$ cat src/rtl/pipe_hazard_ctrl.sv
// rtl/pipe_hazard_ctrl.sv - pipeline hazard, cache-miss stall and watchdog control
//
// Purpose: derives per-stage stall/flush controls from load-use, redirect and
// L1 cache-miss conditions, tracks the miss state and raises a sticky watchdog
// flag when a miss stall lasts TIMEOUT cycles. All state updates on the falling
// edge of clk, in step with the pipeline registers.
//
// Optional feature: define PIPE_HAZARD_PERF_EN to build the performance counters;
// otherwise the Perf_* ports are tied to zero.
//
// Ports:
//   clk, rst                    clock (falling-edge state), sync active-high reset
//   ID_Rs, ID_Rt                source registers of the instruction in ID
//   EX_MemRead, EX_WR_out       load in EX and its destination register
//   EX_Redirect                 taken branch/jump resolved in EX
//   IC_Busy, DC_Busy            outstanding L1 I-cache / D-cache miss
//   *_stall                     hold PC, IF/ID, ID/EX, EX/MEM, MEM/WB
//   IF_ID_flush, ID_Flush       zero IF/ID and the ID-stage control bundle
//   Miss_state                  0=RUN, 1=IMISS, 2=DMISS
//   Timeout_err                 sticky watchdog flag
//   Perf_stall/lduse/redirect   saturating event counters
module pipe_hazard_ctrl #(
   parameter int unsigned TIMEOUT = 1024
) (
   input  logic        clk,
   input  logic        rst,
   input  logic [4:0]  ID_Rs,
   input  logic [4:0]  ID_Rt,
   input  logic        EX_MemRead,
   input  logic [4:0]  EX_WR_out,
   input  logic        EX_Redirect,
   input  logic        IC_Busy,
   input  logic        DC_Busy,
   output logic        PC_stall,
   output logic        IF_ID_stall,
   output logic        ID_EX_stall,
   output logic        EX_MEM_stall,
   output logic        MEM_WB_stall,
   output logic        IF_ID_flush,
   output logic        ID_Flush,
   output logic [1:0]  Miss_state,
   output logic        Timeout_err,
   output logic [31:0] Perf_stall,
   output logic [31:0] Perf_lduse,
   output logic [31:0] Perf_redirect
);

   typedef enum logic [1:0] {
      RUN   = 2'd0,
      IMISS = 2'd1,
      DMISS = 2'd2
   } state_t;

   localparam logic [15:0] TIMEOUT_CNT = 16'(TIMEOUT);

   state_t      state;
   state_t      state_next;
   logic [15:0] wait_cnt;
   logic [15:0] wait_cnt_next;
   logic        gs;
   logic        lu;
   logic        rd;
   logic        lu_bubble;

   assign gs = IC_Busy | DC_Busy;
   assign lu = EX_MemRead & (EX_WR_out != 5'd0) &
               ((EX_WR_out == ID_Rs) | (EX_WR_out == ID_Rt));
   // A redirect is held in EX during a miss and only acts once the miss clears.
   assign rd = EX_Redirect & ~gs;
   // Load-use bubble only when neither a miss nor a redirect takes precedence.
   assign lu_bubble = lu & ~rd & ~gs;

   always_comb begin : hazard_outputs
      PC_stall     = gs | lu_bubble;
      IF_ID_stall  = gs | lu_bubble;
      ID_EX_stall  = gs;
      EX_MEM_stall = gs;
      MEM_WB_stall = gs;
      IF_ID_flush  = rd;
      ID_Flush     = rd | lu_bubble;
   end

   // State register
   always_ff @(negedge clk) begin
      if (rst) begin
         state       <= RUN;
         wait_cnt    <= 16'd0;
         Timeout_err <= 1'b0;
      end else begin
         state    <= state_next;
         wait_cnt <= wait_cnt_next;
         if (wait_cnt_next == TIMEOUT_CNT) begin
            Timeout_err <= 1'b1;
         end
      end
   end

   // Next state: D-miss wins over I-miss; the counter survives IMISS<->DMISS.
   always_comb begin : next_state
      state_next    = RUN;
      wait_cnt_next = 16'd0;
      if (DC_Busy) begin
         state_next = DMISS;
      end else if (IC_Busy) begin
         state_next = IMISS;
      end
      if (state_next != RUN) begin
         wait_cnt_next = (wait_cnt == 16'hFFFF) ? wait_cnt : wait_cnt + 16'd1;
      end
   end

   // State outputs
   always_comb begin : state_outputs
      Miss_state = state;
   end

`ifdef PIPE_HAZARD_PERF_EN
   always_ff @(negedge clk) begin
      if (rst) begin
         Perf_stall    <= 32'd0;
         Perf_lduse    <= 32'd0;
         Perf_redirect <= 32'd0;
      end else begin
         if (gs && (Perf_stall != 32'hFFFF_FFFF)) begin
            Perf_stall <= Perf_stall + 32'd1;
         end
         if (lu_bubble && (Perf_lduse != 32'hFFFF_FFFF)) begin
            Perf_lduse <= Perf_lduse + 32'd1;
         end
         if (rd && (Perf_redirect != 32'hFFFF_FFFF)) begin
            Perf_redirect <= Perf_redirect + 32'd1;
         end
      end
   end
`else
   assign Perf_stall    = 32'd0;
   assign Perf_lduse    = 32'd0;
   assign Perf_redirect = 32'd0;
`endif

endmodule

$ cat config.mk
export PLATFORM = sky130hd
export DESIGN_NAME = pipe_hazard_ctrl
export DESIGN_NICKNAME = d
export VERILOG_FILES = /design/src/rtl/pipe_hazard_ctrl.sv
export SDC_FILE = /design/constraint.sdc
export NUM_CORES = 1
export LEC_CHECK = 0
export ABC_AREA = 1
export BUFFER_PORTS_ARGS = -buffer_cell sky130_fd_sc_hd__buf_2
export CAP_MARGIN = 10
export CORE_MARGIN = 8
export CORE_UTILIZATION = 35
export DETAILED_ROUTE_END_ITERATION = 8
export PLACE_DENSITY = 0.67
export SLEW_MARGIN = 15
export SYNTH_ARGS = -nofsm -noshare
export SYNTH_HDL_FRONTEND = slang
export SYNTH_SLANG_ARGS = --single-unit
$ cat constraint.sdc
create_clock -name clk -period 2.5 [get_ports clk]
set_clock_uncertainty 0.1 [all_clocks]
set_input_delay 0.25 -clock clk [delete_from_list [all_inputs] [get_ports clk]]
set_output_delay 0.25 -clock clk [all_outputs]
set_load 0.005 [all_outputs]
==> qor.csv <==
metric,value,unit
antenna diode count,0,
"Critical Path, Cell by Cell",buf_2,
Pwr Total,0.764,mW
largest family of logic cells by synthesized area,buffers and inverters,
Hold WS,0.363,ns
fraction of synthesized area in multiplexers,0,
Ys Warns,0,
drt pass-1 iters,4,
Met3 Routed Length,532,um
Mapped Cells,303,
DRC Markers,0,
crit path kind,register to primary output,
sequential area share after synthesis,0.184,
htree depth,1,
Peak VDD IR,0.308,mV
final wirelength,4260,um
crit path buf inv count,1,
Max-Cap Viols,0,
critical path startpoint category,register,
Fillers,634,
Die ar.,8610,sq um
Ports,127,
Chip Height,92.8,um
postcts setup bufs,0,
met2 WL,2060,um
RSZ-0062 raised after global routing,false,
Max Used Layer,met4,
GRT Util Overall,0.0904,
GPL Wtd Cong,0.849,
crit-path max FO,2,
Final ANT Viol Nets,0,
Congestion Overflow GR,0,
xor and xnor fraction of the mapped netlist area,0.0552,
layout cell share with drive strength beyond 1,0.189,
post-route cell area,2110,sq um
Clock Pin Slew Worst Setup and Hold Paths,0.03,ns
IO Port Bufs,30,
Seq cells post-synth,19,
DR WL/cell,9.80,um
CP top delay family,flip-flops,
Simple-Gate Fraction of Synth Area,0.310,
pwr dens,362,nW/um^2
Pleak,1.15,nW
largest net degree at the start of global routing,20,
core area,5820,sq um
Synth cell types,31,
cts hold-fix bufs,0,
Min-Delay Path Class,register to register,
crit-path max cell delay,0.31,ns
"Slew Viols, Final",0,
CTS buffer count,3,
Register Area,380,sq um
first-pass GRT wire length,6760,um
CTS Sinks,19,
met1 wire length,1610,um
Clock Latency Late Sink,0.33,ns
CP max-delay cell,dfxtp_1,
Resize count post-CTS,0,
DP Area,2000,sq um
CTS tree,yes,
root buf cell,clkbuf_8,
DP Wirelength,3660,um
status,"finished, final reports clean",
layout overhead on the synthesized area,2.49,%
via/cell ratio,3.91,
Initial Util,0.355,
syn avg cell area,6.81,sq um
via count,1702,
Multi-input gate area,1200,sq um
endpoints failing hold,0,
detailed router's first-iteration violation count,86,
WP data required,2.15,ns
Final setup viols,0,
post-synthesis compound-gate area fraction,0.0352,
# rows,28,
Clock Path Buffers,2,
Die Width,92.8,um
Finished Core Util,0.364,
CP arrival,1.99,ns
Worst Setup End Kind,primary output,
initial antenna violation count,0,
Syn Std Cell Area,2060,sq um
final net count,383,
adder-cell area share of the yosys netlist,0.00606,
vias in the first global route,1708,
==> power breakdown <==
part	leakage [nW]	internal, mW	switching (mW)
combinational	0.864	0.0464	0.0862
clock	0.128	0.149	0.169
sequential	0.154	0.310	0.00431
total	1.15	0.505	0.259
==> worst reg2reg max path: cells and delay by family (launching register included) <==
family          cells  cell delay (ns)
fa+ha+maj           1             0.33
simple gates        8             0.85
compound gates      2             0.28
flops               1             0.41
==> worst paths after layout <==
kind / depth (start not counted) / slack, ns / from / to
min: 2 / 0.36 / Timeout_err / Timeout_err
max: 1 / 0.16 / Timeout_err / Timeout_err
max reg2reg: 11 / 0.47 / wait_cnt[0] / Timeout_err
min reg2reg: 2 / 0.36 / Timeout_err / Timeout_err
==> cells in the final DEF (no fill, tap or decap), types with 2 or more instances in the layout <==
cell,synthesis,final
nor2_1,41,41
nor2_4,2,2
xnor2_1,7,7
dfxtp_1,19,19
nor3_1,5,5
nor2_2,5,5
xor2_1,6,6
nand4_1,7,7
nand2_1,45,45
o21ai_0,9,9
buf_2,1,30
nand3_2,3,3
nand2_4,2,2
nand2_2,5,5
clkbuf_8,0,3
buf_4,99,13
inv_1,18,37
conb_1,1,96
nand3_1,14,14
==> state kept, by name, indices dropped and copies added, names as in the netlist <==
register and cells:
wait_cnt 16, Miss_state 2, Timeout_err 1
==> per-layer routing <==
metal / vias up / GRT usage
met4: 0 / 0.0497
met5: - / 0
met2: 101 / 0.166
li1: 864 / -
met1: 731 / 0.0931
met3: 6 / 0.0194
==> logic make-up (layout without fill, tap and decap cells) <==
group | Yosys count | after routing
AND/OR/NAND/NOR | 133 | 133
XOR/XNOR | 13 | 13
other | 1 | 96
flip-flops | 19 | 19
adder cells (fa/ha/maj) | 1 | 1
buffers and inverters | 123 | 85
AO/OA/AOI/OAI | 13 | 13
==> cell usage after synthesis (all sizes together) <==
library cell,n,area share
nand2,52,0.11
nor2,49,0.11
buf,101,0.36
conb,1,0.0018
nor3,5,0.012
o41ai,1,0.0042
a21oi,2,0.0067
nand3,17,0.049
nand4,7,0.021
o21ai,10,0.024
inv,20,0.039
ha,1,0.0061
or4,1,0.0036
dfxtp,19,0.18
nand3b,1,0.0036
clkbuf,2,0.0036
xnor2,7,0.030
or2,1,0.0030
xor2,6,0.025
==> through the flow <==
step                      worst slack, ns  instances  TNS [ns]
after floorplan                   0.00665        398         0
after global placement             -0.109        413    -0.109
after detailed placement           -0.133        413    -0.133
after CTS                           0.142        435         0
after global routing              0.00912        435         0
final                               0.160        435         0
==> layout make-up <==
cell class,instances,area share
inverter,19,0.0361
sequential,19,0.180
tap,75,0.0444
multi-input combinational,256,0.567
timing repair buffer,43,0.117
clock buffer,3,0.0195
clock inverter,20,0.0355
(Power assumes the default switching activity.)
